`src/rtl/buffer_fill_ctrl_pkg.sv`:
```
// Shared constants and helpers for the operand-buffer fill/drain controller.
// Holds the default TensorCore widths, the derived pack ratio and the
// pointer-increment helper used by the write and read pointers.
package buffer_fill_ctrl_pkg;

  // Default TensorCore operand-buffer geometry.
  localparam int unsigned DEF_DATA_WIDTH   = 128;
  localparam int unsigned DEF_IN_WIDTH     = 32;
  localparam int unsigned DEF_BUFFER_DEPTH = 2;
  localparam int unsigned DEF_ADDR_WIDTH   = 1;
  localparam int unsigned DEF_CNT_WIDTH    = 16;

  // Beats per buffer word and the beat counter width for the defaults.
  localparam int unsigned RATIO      = DEF_DATA_WIDTH / DEF_IN_WIDTH;
  localparam int unsigned BEAT_CNT_W = $clog2(RATIO);

  // Next entry index, wrapping from depth-1 back to 0.
  function automatic int unsigned ptr_next(input int unsigned ptr,
                                           input int unsigned depth);
    return (ptr >= depth - 1) ? 0 : ptr + 1;
  endfunction

endpackage

```
`src/rtl/buffer_fill_ctrl_packer.sv`:
```
// Beat packer: gathers DATA_WIDTH/IN_WIDTH narrow beats into one word.
// Ports:
//   clk, rst        clock, asynchronous active-high reset
//   clear           synchronous flush of the partial word
//   in_valid/in_ready/in_data  narrow beat handshake (in_ready = !pack_full)
//   word_taken      the packed word was written into the buffer this cycle
//   pack_full       pack_reg holds a complete word awaiting a free entry
//   pack_reg        packed word, beat 0 in the LSBs
module buffer_fill_ctrl_packer
  import buffer_fill_ctrl_pkg::*;
#(
  parameter int unsigned DATA_WIDTH = DEF_DATA_WIDTH,
  parameter int unsigned IN_WIDTH   = DEF_IN_WIDTH
) (
  input  logic                  clk,
  input  logic                  rst,
  input  logic                  clear,
  input  logic                  in_valid,
  output logic                  in_ready,
  input  logic [IN_WIDTH-1:0]   in_data,
  input  logic                  word_taken,
  output logic                  pack_full,
  output logic [DATA_WIDTH-1:0] pack_reg
);

  localparam int unsigned PACK_RATIO = DATA_WIDTH / IN_WIDTH;
  localparam int unsigned PACK_CNT_W = $clog2(PACK_RATIO);

  logic [PACK_CNT_W-1:0] beat_cnt;
  logic                  accept_c;

  assign accept_c = in_valid && !pack_full;
  assign in_ready = !pack_full;

  // Beat slotting; accept and word_taken are mutually exclusive via pack_full.
  always_ff @(posedge clk or posedge rst) begin
    if (rst) begin
      beat_cnt  <= '0;
      pack_full <= 1'b0;
      pack_reg  <= '0;
    end else if (clear) begin
      beat_cnt  <= '0;
      pack_full <= 1'b0;
      pack_reg  <= '0;
    end else begin
      if (accept_c) begin
        pack_reg[32'(beat_cnt) * IN_WIDTH +: IN_WIDTH] <= in_data;
        if (beat_cnt == PACK_CNT_W'(PACK_RATIO - 1)) begin
          beat_cnt  <= '0;
          pack_full <= 1'b1;
        end else begin
          beat_cnt <= beat_cnt + PACK_CNT_W'(1);
        end
      end
      if (word_taken) begin
        pack_full <= 1'b0;
      end
    end
  end

endmodule

```
`src/rtl/buffer_fill_ctrl.sv`:
```
// Fill/drain controller in front of the TensorCore operand buffer.
// Packs narrow beats into buffer words, writes them round-robin into
// BUFFER_DEPTH entries and presents occupied entries in write order until
// the consumer releases them.
// Ports:
//   clk, rst                 clock, asynchronous active-high reset
//   clear                    synchronous flush of all state
//   in_valid/in_ready/in_data  narrow beat stream from memory
//   buf_wr_en/buf_wr_addr/buf_data  buffer write port
//   buf_rd_en/buf_rd_addr    buffer read port
//   out_valid/out_release    consumer handshake for the head entry
//   full/empty               entry occupancy status
//   word_cnt                 words written since reset/clear (wrapping)
//   err_release              sticky: release seen with no valid entry
module buffer_fill_ctrl
  import buffer_fill_ctrl_pkg::*;
#(
  parameter int unsigned DATA_WIDTH   = DEF_DATA_WIDTH,
  parameter int unsigned IN_WIDTH     = DEF_IN_WIDTH,
  parameter int unsigned BUFFER_DEPTH = DEF_BUFFER_DEPTH,
  parameter int unsigned ADDR_WIDTH   = DEF_ADDR_WIDTH,
  parameter int unsigned CNT_WIDTH    = DEF_CNT_WIDTH
) (
  input  logic                  clk,
  input  logic                  rst,
  input  logic                  clear,
  input  logic                  in_valid,
  output logic                  in_ready,
  input  logic [IN_WIDTH-1:0]   in_data,
  output logic                  buf_wr_en,
  output logic [ADDR_WIDTH-1:0] buf_wr_addr,
  output logic [DATA_WIDTH-1:0] buf_data,
  output logic                  buf_rd_en,
  output logic [ADDR_WIDTH-1:0] buf_rd_addr,
  output logic                  out_valid,
  input  logic                  out_release,
  output logic                  full,
  output logic                  empty,
  output logic [CNT_WIDTH-1:0]  word_cnt,
  output logic                  err_release
);

  logic                    pack_full;
  logic [DATA_WIDTH-1:0]   pack_reg;
  logic [BUFFER_DEPTH-1:0] entry_valid;
  logic [BUFFER_DEPTH-1:0] entry_valid_nxt;
  logic [ADDR_WIDTH-1:0]   wr_ptr;
  logic [ADDR_WIDTH-1:0]   rd_ptr;
  logic                    write_fire;
  logic                    rel_fire;

  buffer_fill_ctrl_packer #(
    .DATA_WIDTH (DATA_WIDTH),
    .IN_WIDTH   (IN_WIDTH)
  ) u_packer (
    .clk        (clk),
    .rst        (rst),
    .clear      (clear),
    .in_valid   (in_valid),
    .in_ready   (in_ready),
    .in_data    (in_data),
    .word_taken (write_fire),
    .pack_full  (pack_full),
    .pack_reg   (pack_reg)
  );

  // Write only into a free entry; release only an occupied head entry.
  assign write_fire = pack_full && !entry_valid[wr_ptr];
  assign rel_fire   = out_release && out_valid;

  // Everything below is a function of registers only.
  assign buf_wr_en   = write_fire;
  assign buf_wr_addr = wr_ptr;
  assign buf_data    = pack_reg;
  assign out_valid   = entry_valid[rd_ptr];
  assign buf_rd_en   = out_valid;
  assign buf_rd_addr = rd_ptr;
  assign full        = &entry_valid;
  assign empty       = ~|entry_valid;

  // Write and release never hit the same entry, so both updates apply.
  always_comb begin
    entry_valid_nxt = entry_valid;
    if (write_fire) begin
      entry_valid_nxt[wr_ptr] = 1'b1;
    end
    if (rel_fire) begin
      entry_valid_nxt[rd_ptr] = 1'b0;
    end
  end

  // Entry flags, pointers, word counter and release-error flag.
  always_ff @(posedge clk or posedge rst) begin
    if (rst) begin
      entry_valid <= '0;
      wr_ptr      <= '0;
      rd_ptr      <= '0;
      word_cnt    <= '0;
      err_release <= 1'b0;
    end else if (clear) begin
      entry_valid <= '0;
      wr_ptr      <= '0;
      rd_ptr      <= '0;
      word_cnt    <= '0;
      err_release <= 1'b0;
    end else begin
      entry_valid <= entry_valid_nxt;
      if (write_fire) begin
        wr_ptr   <= ADDR_WIDTH'(ptr_next(32'(wr_ptr), BUFFER_DEPTH));
        word_cnt <= word_cnt + CNT_WIDTH'(1);
      end
      if (rel_fire) begin
        rd_ptr <= ADDR_WIDTH'(ptr_next(32'(rd_ptr), BUFFER_DEPTH));
      end
      if (out_release && !out_valid) begin
        err_release <= 1'b1;
      end
    end
  end

endmodule

```
`config.mk`:
```
export PLATFORM = sky130hd
export DESIGN_NAME = buffer_fill_ctrl
export DESIGN_NICKNAME = d
export VERILOG_FILES = /design/src/rtl/buffer_fill_ctrl_pkg.sv /design/src/rtl/buffer_fill_ctrl_packer.sv /design/src/rtl/buffer_fill_ctrl.sv
export SDC_FILE = /design/constraint.sdc
export NUM_CORES = 1
export LEC_CHECK = 0
export CAP_MARGIN = 20
export CORE_MARGIN = 3
export CORE_UTILIZATION = 45
export CTS_CLUSTER_DIAMETER = 60
export DETAILED_ROUTE_END_ITERATION = 8
export PLACE_DENSITY = 0.8
export SLEW_MARGIN = 20
export SYNTH_ARGS = -nofsm -noshare
export SYNTH_HDL_FRONTEND = slang
export SYNTH_SLANG_ARGS = --single-unit
```
`constraint.sdc`:
```
create_clock -name clk -period 10.7 [get_ports clk]
set_input_delay 3.21 -clock clk [delete_from_list [all_inputs] [get_ports clk]]
set_output_delay 3.21 -clock clk [all_outputs]
set_load 0.05 [all_outputs]
```
-- After elaboration in Yosys (flattened, before gate mapping)
Cells that the tools add are included.
- add/sub/neg operators: 5
- order comparisons: 6
- equality and inequality tests: 1
- shift-type cells: 2
- mux-type cells: 31
- bitwise operators: 3
- reduce and logical (&&, ||, !) cells: 19
- operators by type and width (cell ; number):
    128-bit two-way mux ; 2
    128-bit bitwise mux ; 1
    32-bit by 34-bit variable shift with 128-bit output (first input constant) ; 1
    32-bit by 34-bit variable part select with 128-bit output ; 1
    7-bit negation with 34-bit output ; 1
    16-bit two-way mux ; 2
    1-bit two-way mux ; 18
    16-bit by 1-bit adder with 16-bit output (second input constant) ; 1
    2-bit two-way mux ; 6
    2-bit nonzero test ; 4
    1-bit logical AND ; 6
    3-bit nonzero test ; 2
    1-bit >= comparator (second input constant) ; 4
    1-bit zero test ; 4
    1-bit by 2-bit less-than comparator with 1-bit output (second input constant) ; 2
    2-bit AND reduction ; 2
    1-bit adder (second input constant) ; 2
    2-bit by 1-bit adder with 2-bit output (second input constant) ; 1
    2-bit bitwise AND ; 1
    1-bit demux with 1-bit select ; 2
    2-bit equality test (second input constant) ; 1
    2-bit NOT ; 1
    2-bit bitwise OR ; 1
    2-bit OR reduction ; 1
- flip-flop bits (word level): 152
- bits of input ports: 37
- logic and storage cells: 75

-- Depth between registers and ports, before layout
Gate-level depths: netlist of run 1.
- depth after elaboration: 9
- mapped depth: 7
- depth with buffers taken out: 6

-- Cells and area by module
Synthesis of run 1 repeated with hierarchy kept, for this count alone.
- cell total of the unflattened synthesis: 670
- area total of the unflattened synthesis: 7105.6 um2
- modules (own cells, without submodules) (module ; instances ; cells each ; area each (um2) ; seq. area each (um2)):
    buffer_fill_ctrl_packer ; 1 ; 560 ; 6040.8 ; 3278.1
    buffer_fill_ctrl ; 1 ; 110 ; 1064.8 ; 525.5

-- Worst setup path after synthesis of run 1
OpenSTA, ideal clock, no wires.
- path type: reg2out
- start point: register wr_ptr, in the netlist buf_wr_addr
- end point: output buf_wr_en
- arrival: 1.855 ns
- required time: 7.490 ns
- setup slack: 5.635 ns
- stages on the path, launching flop included: 3
- buffers on the path: 0
- path through: dfrtp_1 mux2_4 nor2_1
- longest elaborated chain between the ends: 4
- RTL lines (element ; line ; RTL):
    start, declared ; buffer_fill_ctrl.sv:47 ; logic [ADDR_WIDTH-1:0] wr_ptr;
    start signal, assigned ; buffer_fill_ctrl.sv:109 ; wr_ptr <= ADDR_WIDTH'(ptr_next(32'(wr_ptr), BUFFER_DEPTH));
    1-bit two-way mux (not written as such) (2 in a row) ; buffer_fill_ctrl.sv:68 ; assign write_fire = pack_full && !entry_valid[wr_ptr];
    1-bit zero test ; buffer_fill_ctrl.sv:68 ;
    1-bit logical AND ; buffer_fill_ctrl.sv:68 ;
    end, declared ; buffer_fill_ctrl.sv:30 ; output logic buf_wr_en,
No other way between the ends. The select of a mux whose other input is x is not followed.

-- Worst setup path after layout of run 1
Same ends and word-level chain as after synthesis.

==> impl_metrics.json, run 1 <==
{
  "largest_register_ffs": 128,
  "wl_um": 15900,
  "cts_root_buf": "clkbuf_16",
  "wl_per_cell_um": 20.2,
  "grt_max_degree": 81,
  "cp_max_fo": 10,
  "grt_overflow": 0,
  "placedCellCount": 759,
  "combPwrFrac": 0.098,
  "htreeDepth": 4,
  "hold_path.class": "flop to flop",
  "yosys_warnings": 0,
  "critPathKind": "flop to output port",
  "end_kind": "output port",
  "cts_tree": "built",
  "drt_pass1_iterations": 4,
  "p_seq_frac": 0.445,
  "leakage_uw": 0.00375,
  "syn_to_final_growth_pct": 46.8,
  "seqCellArea_um2": 3800,
  "setup_violations": 0,
  "diodes": 0,
  "antenna_left": 0,
  "nFillCells": 828,
  "irDropWorstVdd_uv": 102,
  "cts.sinks": 152,
  "avgSynthCellArea_um2": 13.4,
  "finalCritPeriodShare": 0.526,
  "synth_cell_type_count": 34,
  "insertion_delay_ps": 420,
  "critPathArrivalTime_ps": 2420,
  "max_slew_margin": 0.287,
  "ys_seq_area_frac": 0.660,
  "powerDensity_nw_per_um2": 158,
  "initial_utilization": 0.470,
  "finalInstanceArea_um2": 8460,
  "drive_above_1_share": 0.0806,
  "drv_slew": 0,
  "post_cts_resized": 0,
  "critical_path_required_ps": 7490,
  "status": "finished clean",
  "drv_cap": 0,
  "cts_hold_buffers": 0,
  "hold_violations": 0,
  "yosysTopAreaCell": "dfrtp_1",
  "internal-power_uw": 1020,
  "p_sw_frac": 0.237,
  "dp_hpwl_um": 10500,
  "die_w_um": 119,
  "placed_area_um2": 7840,
  "grt_pass1_wl_um": 25700,
  "drc": 0,
  "clock.fmax_ghz": 0.178,
  "synth.top_cell.area_share": 0.660,
  "final_cells": 788,
  "final.setup.tns_ps": 0,
  "grt_pass1_vias": 4612,
  "ys_seq_elements": 152,
  "grt_usage": 0.231,
  "finClkSkew_ps": 7.34,
  "final_cell_mix": "clkdlybuf4s50_1, dfrtp_1, a22o_1, nor2_1, clkbuf_16",
  "coreArea_um2": 12300,
  "p_sw_uw": 317,
  "numCtsBuffers": 17,
  "viasPerCell": 5.67,
  "clock_power_share": 0.457,
  "synthCells": 429,
  "start_kind": "flop",
  "die_height_um": 119,
  "dr.first_iter.drc_count": 355,
  "layout_commonest_cell": "clkdlybuf4s50_1",
  "synth_fp_nets": 472,
  "antenna_found_initial": 0,
  "nets": 653,
  "worst-slew-pin-transition_ps": 1070,
  "multiInputGateArea_um2": 1880,
  "netlist_area_um2": 5760,
  "period_minus_slack_ps": 5630,
  "vias": 4467,
  "synthTopCellsByArea": "dfrtp_1, a22o_1, clkbuf_1",
  "postCtsSetupRepairBufs": 0,
  "dieArea_um2": 14200,
  "place.gp.congestion": 0.795,
  "path_clk_slew_ps": 60,
  "num_rows": 40,
  "rsz0062_at_grt": "no",
  "cts_buffer_depth": 2,
  "io_pins": 190,
  "io_buffers": 189
}
-- final timing paths --
path | end | startpoint | depth (start not counted) | slack, ps
worst max-delay path | buf_wr_en | buf_wr_addr$_DFFE_PP0N_ | 3 | 5070
worst min-delay path | u_packer.pack_reg[36]$_DFFE_PP0P_ | u_packer.pack_reg[36]$_DFFE_PP0P_ | 1 | 500
min in group asynchronous | u_packer.pack_reg[65]$_DFFE_PP0P_ | rst | 2 | 3260
worst min register to register | u_packer.pack_reg[36]$_DFFE_PP0P_ | u_packer.pack_reg[36]$_DFFE_PP0P_ | 1 | 500
max in group asynchronous | u_packer.pack_reg[114]$_DFFE_PP0P_ | rst | 3 | 5980
worst max register to register | u_packer.pack_reg[69]$_DFFE_PP0P_ | u_packer.beat_cnt[0]$_DFFE_PP0P_ | 6 | 8000
-- kinds of logic after synthesis --
kind of cell | synth area share
mux | 0.0122
xor+xnor | 0.0122
compound gates | 0.216
simple gates | 0.0593
flops | 0.660
buf+inv | 0.0271
fa+ha+maj | 0.0130
-- power by group through the flow --
stage	sequential, uW	combinational (uW)	clock, uW
after floorplan	637	39.3	0
after global placement	603	128	0
after detailed placement	603	131	0
after CTS	594	132	622
after global routing	595	139	648
final	594	131	611
-- layout make-up --
class                      instances  share of cell area
clock buffer                      20              0.0528
clock inverter                     9              0.0179
inverter                           8             0.00414
multi-input combinational        237               0.222
sequential                       152               0.450
tap                              168              0.0249
timing repair buffer             194               0.228
-- through the flow --
step           hold WS, ps   util  power [uW]  worst slack [ps]
4_1_cts                502  0.688        1350              4580
3_3_place_gp           483  0.640         732              4290
5_1_grt                515  0.690        1380              4940
3_5_place_dp           486  0.640         735              4140
6_report               501  0.690        1340              5070
2_1_floorplan          545      -         676              3400
-- worst max-delay path: stages (launching register included) --
cell and delay, ps:
dfrtp_1 430, mux2_4 370, nor2_1 320, clkdlybuf4s50_1 880
-- cells in the mapped netlist --
library cell	number
dfrtp_1	152
a22o_1	128
clkbuf_1	29
nor2_1	22
a21oi_1	14
inv_1	8
nand2_1	7
ha_1	6
nor3_1	6
xnor2_1	6
nand3_1	5
nor2b_1	5
o21ai_0	5
mux2_2	4
nand4_1	4
and2_1	3
nor4_1	3
or3_1	3
nand2b_1	2
or3_2	2
xor2_1	2
a311oi_1	1
a31o_2	1
and3_1	1
and4_1	1
buf_2	1
buf_4	1
clkbuf_2	1
mux2_4	1
mux2i_1	1
nand3b_1	1
nor3b_1	1
o21ba_2	1
or4_1	1
-- metal layers --
metal  vias up  part of all wire  global-route usage
li1       1966                 -                   -
met1      2288              0.44               0.308
met2       186              0.47               0.352
met3        27             0.070              0.0817
met4         0             0.019              0.0825
met5         -                 0                   0
No activity file was read; power rests on OpenSTA's default activity.
==> run 2: changes to the inputs <==
clock period = 5.2 ns   (was 10.7 ns; I/O delays follow)
==> impl_metrics.json, run 2 (synthesis results as in run 1) <==
{
  "slowest_delay_ps": 890,
  "rsz0062_at_grt": "no",
  "htreeDepth": 4,
  "worst-slew-pin-transition_ps": 1050,
  "post_cts_resized": 0,
  "max_slew_margin": 0.297,
  "hold_path_depth": 1,
  "drc": 0,
  "postCtsSetupRepairBufs": 0,
  "drv_slew": 0,
  "initial_utilization": 0.470,
  "r2r-end": "u_packer.pack_reg[107]$_DFFE_PP0P_",
  "drv_cap": 0,
  "clock.fmax_ghz": 0.251,
  "die_height_um": 119,
  "layout_setup_ws_ps": 1210,
  "drt_pass1_iterations": 4,
  "start_kind": "flop",
  "end_kind": "output port",
  "wl_per_cell_um": 20.4,
  "cts_hold_buffers": 0,
  "cp_top_family": "buffers and inverters",
  "viasPerCell": 5.61,
  "period_minus_slack_ps": 3990,
  "cts.sinks": 152,
  "critPathCapture": "buf_wr_en",
  "dp_hpwl_um": 11000,
  "cp.depth": 3,
  "place_ws_ps": 1410,
  "worst-r2r-setup-slack_ps": 2810,
  "critPathKind": "flop to output port",
  "antenna_left": 0,
  "cts_buffer_depth": 2,
  "num_rows": 40,
  "critPathArrivalTime_ps": 2430,
  "nFillCells": 875,
  "syn_to_final_growth_pct": 47.2,
  "largest_register_ffs": 128,
  "critical_path_required_ps": 3640,
  "diodes": 0,
  "drive_above_1_share": 0.0925,
  "antenna_found_initial": 0,
  "finClkSkew_ps": 7.55,
  "dr.first_iter.drc_count": 316,
  "cts_root_buf": "clkbuf_16",
  "wl_um": 16200,
  "status": "finished clean",
  "io_buffers": 189,
  "path_clk_slew_ps": 60,
  "grt_usage": 0.232,
  "reg2regPathDepth": 6,
  "worstPathCellList": "mux2_4 > nor2_1 > clkdlybuf4s50_1",
  "cp_max_fo": 10,
  "grt_pass1_vias": 4704,
  "grt_pass1_wl_um": 25900,
  "powerDensity_nw_per_um2": 320,
  "coreArea_um2": 12300,
  "crit_start": "buf_wr_addr$_DFFE_PP0N_",
  "io_pins": 190,
  "cts_tree": "built",
  "numCtsBuffers": 17,
  "finalCritPeriodShare": 0.768,
  "grt_max_degree": 84,
  "leakage_uw": 0.00376,
  "place.gp.congestion": 0.806,
  "nets": 657,
  "final_cell_mix": "clkdlybuf4s50_1, dfrtp_1, a22o_1, nor2_1, clkbuf_16",
  "setup_violations": 0,
  "layout_commonest_cell": "clkdlybuf4s50_1",
  "critical_path.slowest_cell": "clkdlybuf4s50_1",
  "irDropWorstVdd_uv": 227,
  "hold_path.class": "flop to flop",
  "hold_violations": 0,
  "final.setup.tns_ps": 0,
  "die_w_um": 119,
  "insertion_delay_ps": 410,
  "vias": 4458,
  "dieArea_um2": 14200,
  "r2r_start": "u_packer.beat_cnt[0]$_DFFE_PP0P_",
  "grt_overflow": 0,
  "crit_buf_inv": 1
}
## run 2: final cells by class
class,count,area [um2],share of cell area
Timing Repair Buffer,198,1970,0.232
Tap cell,168,210,0.0248
Clock buffer,19,453,0.0534
Sequential cell,152,3800,0.448
Clock inverter,13,145,0.0171
Inverter,8,33.8,0.00398
Multi-Input combinational cell,237,1860,0.220
## run 2: how the worst min path moves through the flow
stage / from / end
after floorplan: entry_valid[1]$_DFF_PP0_ / entry_valid[1]$_DFF_PP0_
after global placement: u_packer.pack_reg[3]$_DFFE_PP0P_ / u_packer.pack_reg[3]$_DFFE_PP0P_
after detailed placement: u_packer.pack_reg[25]$_DFFE_PP0P_ / u_packer.pack_reg[25]$_DFFE_PP0P_
after CTS: u_packer.pack_reg[6]$_DFFE_PP0P_ / u_packer.pack_reg[6]$_DFFE_PP0P_
after global routing: u_packer.pack_reg[70]$_DFFE_PP0P_ / u_packer.pack_reg[70]$_DFFE_PP0P_
final: u_packer.pack_reg[29]$_DFFE_PP0P_ / u_packer.pack_reg[29]$_DFFE_PP0P_
## run 2: power breakdown
group	internal (uW)	switching [uW]
combinational	88.9	184
clock	736	486
sequential	1200	15.6
## run 2: through the flow
step            util  instance area (um2)  power [uW]  hold slack [ps]  cells
2_1_floorplan      -                 5760        1390              545    429
3_3_place_gp   0.643                 7880        1510              483    763
3_5_place_dp   0.643                 7880        1510              480    763
4_1_cts        0.692                 8480        2730              503    795
5_1_grt        0.692                 8480        2810              516    795
6_report       0.692                 8480        2710              502    795
## run 2: metal layers
metal  global-route usage  part of all wire
met1                0.298              0.42
met2                0.372              0.48
met3               0.0764             0.080
met4               0.0760             0.017
met5                    0                 0
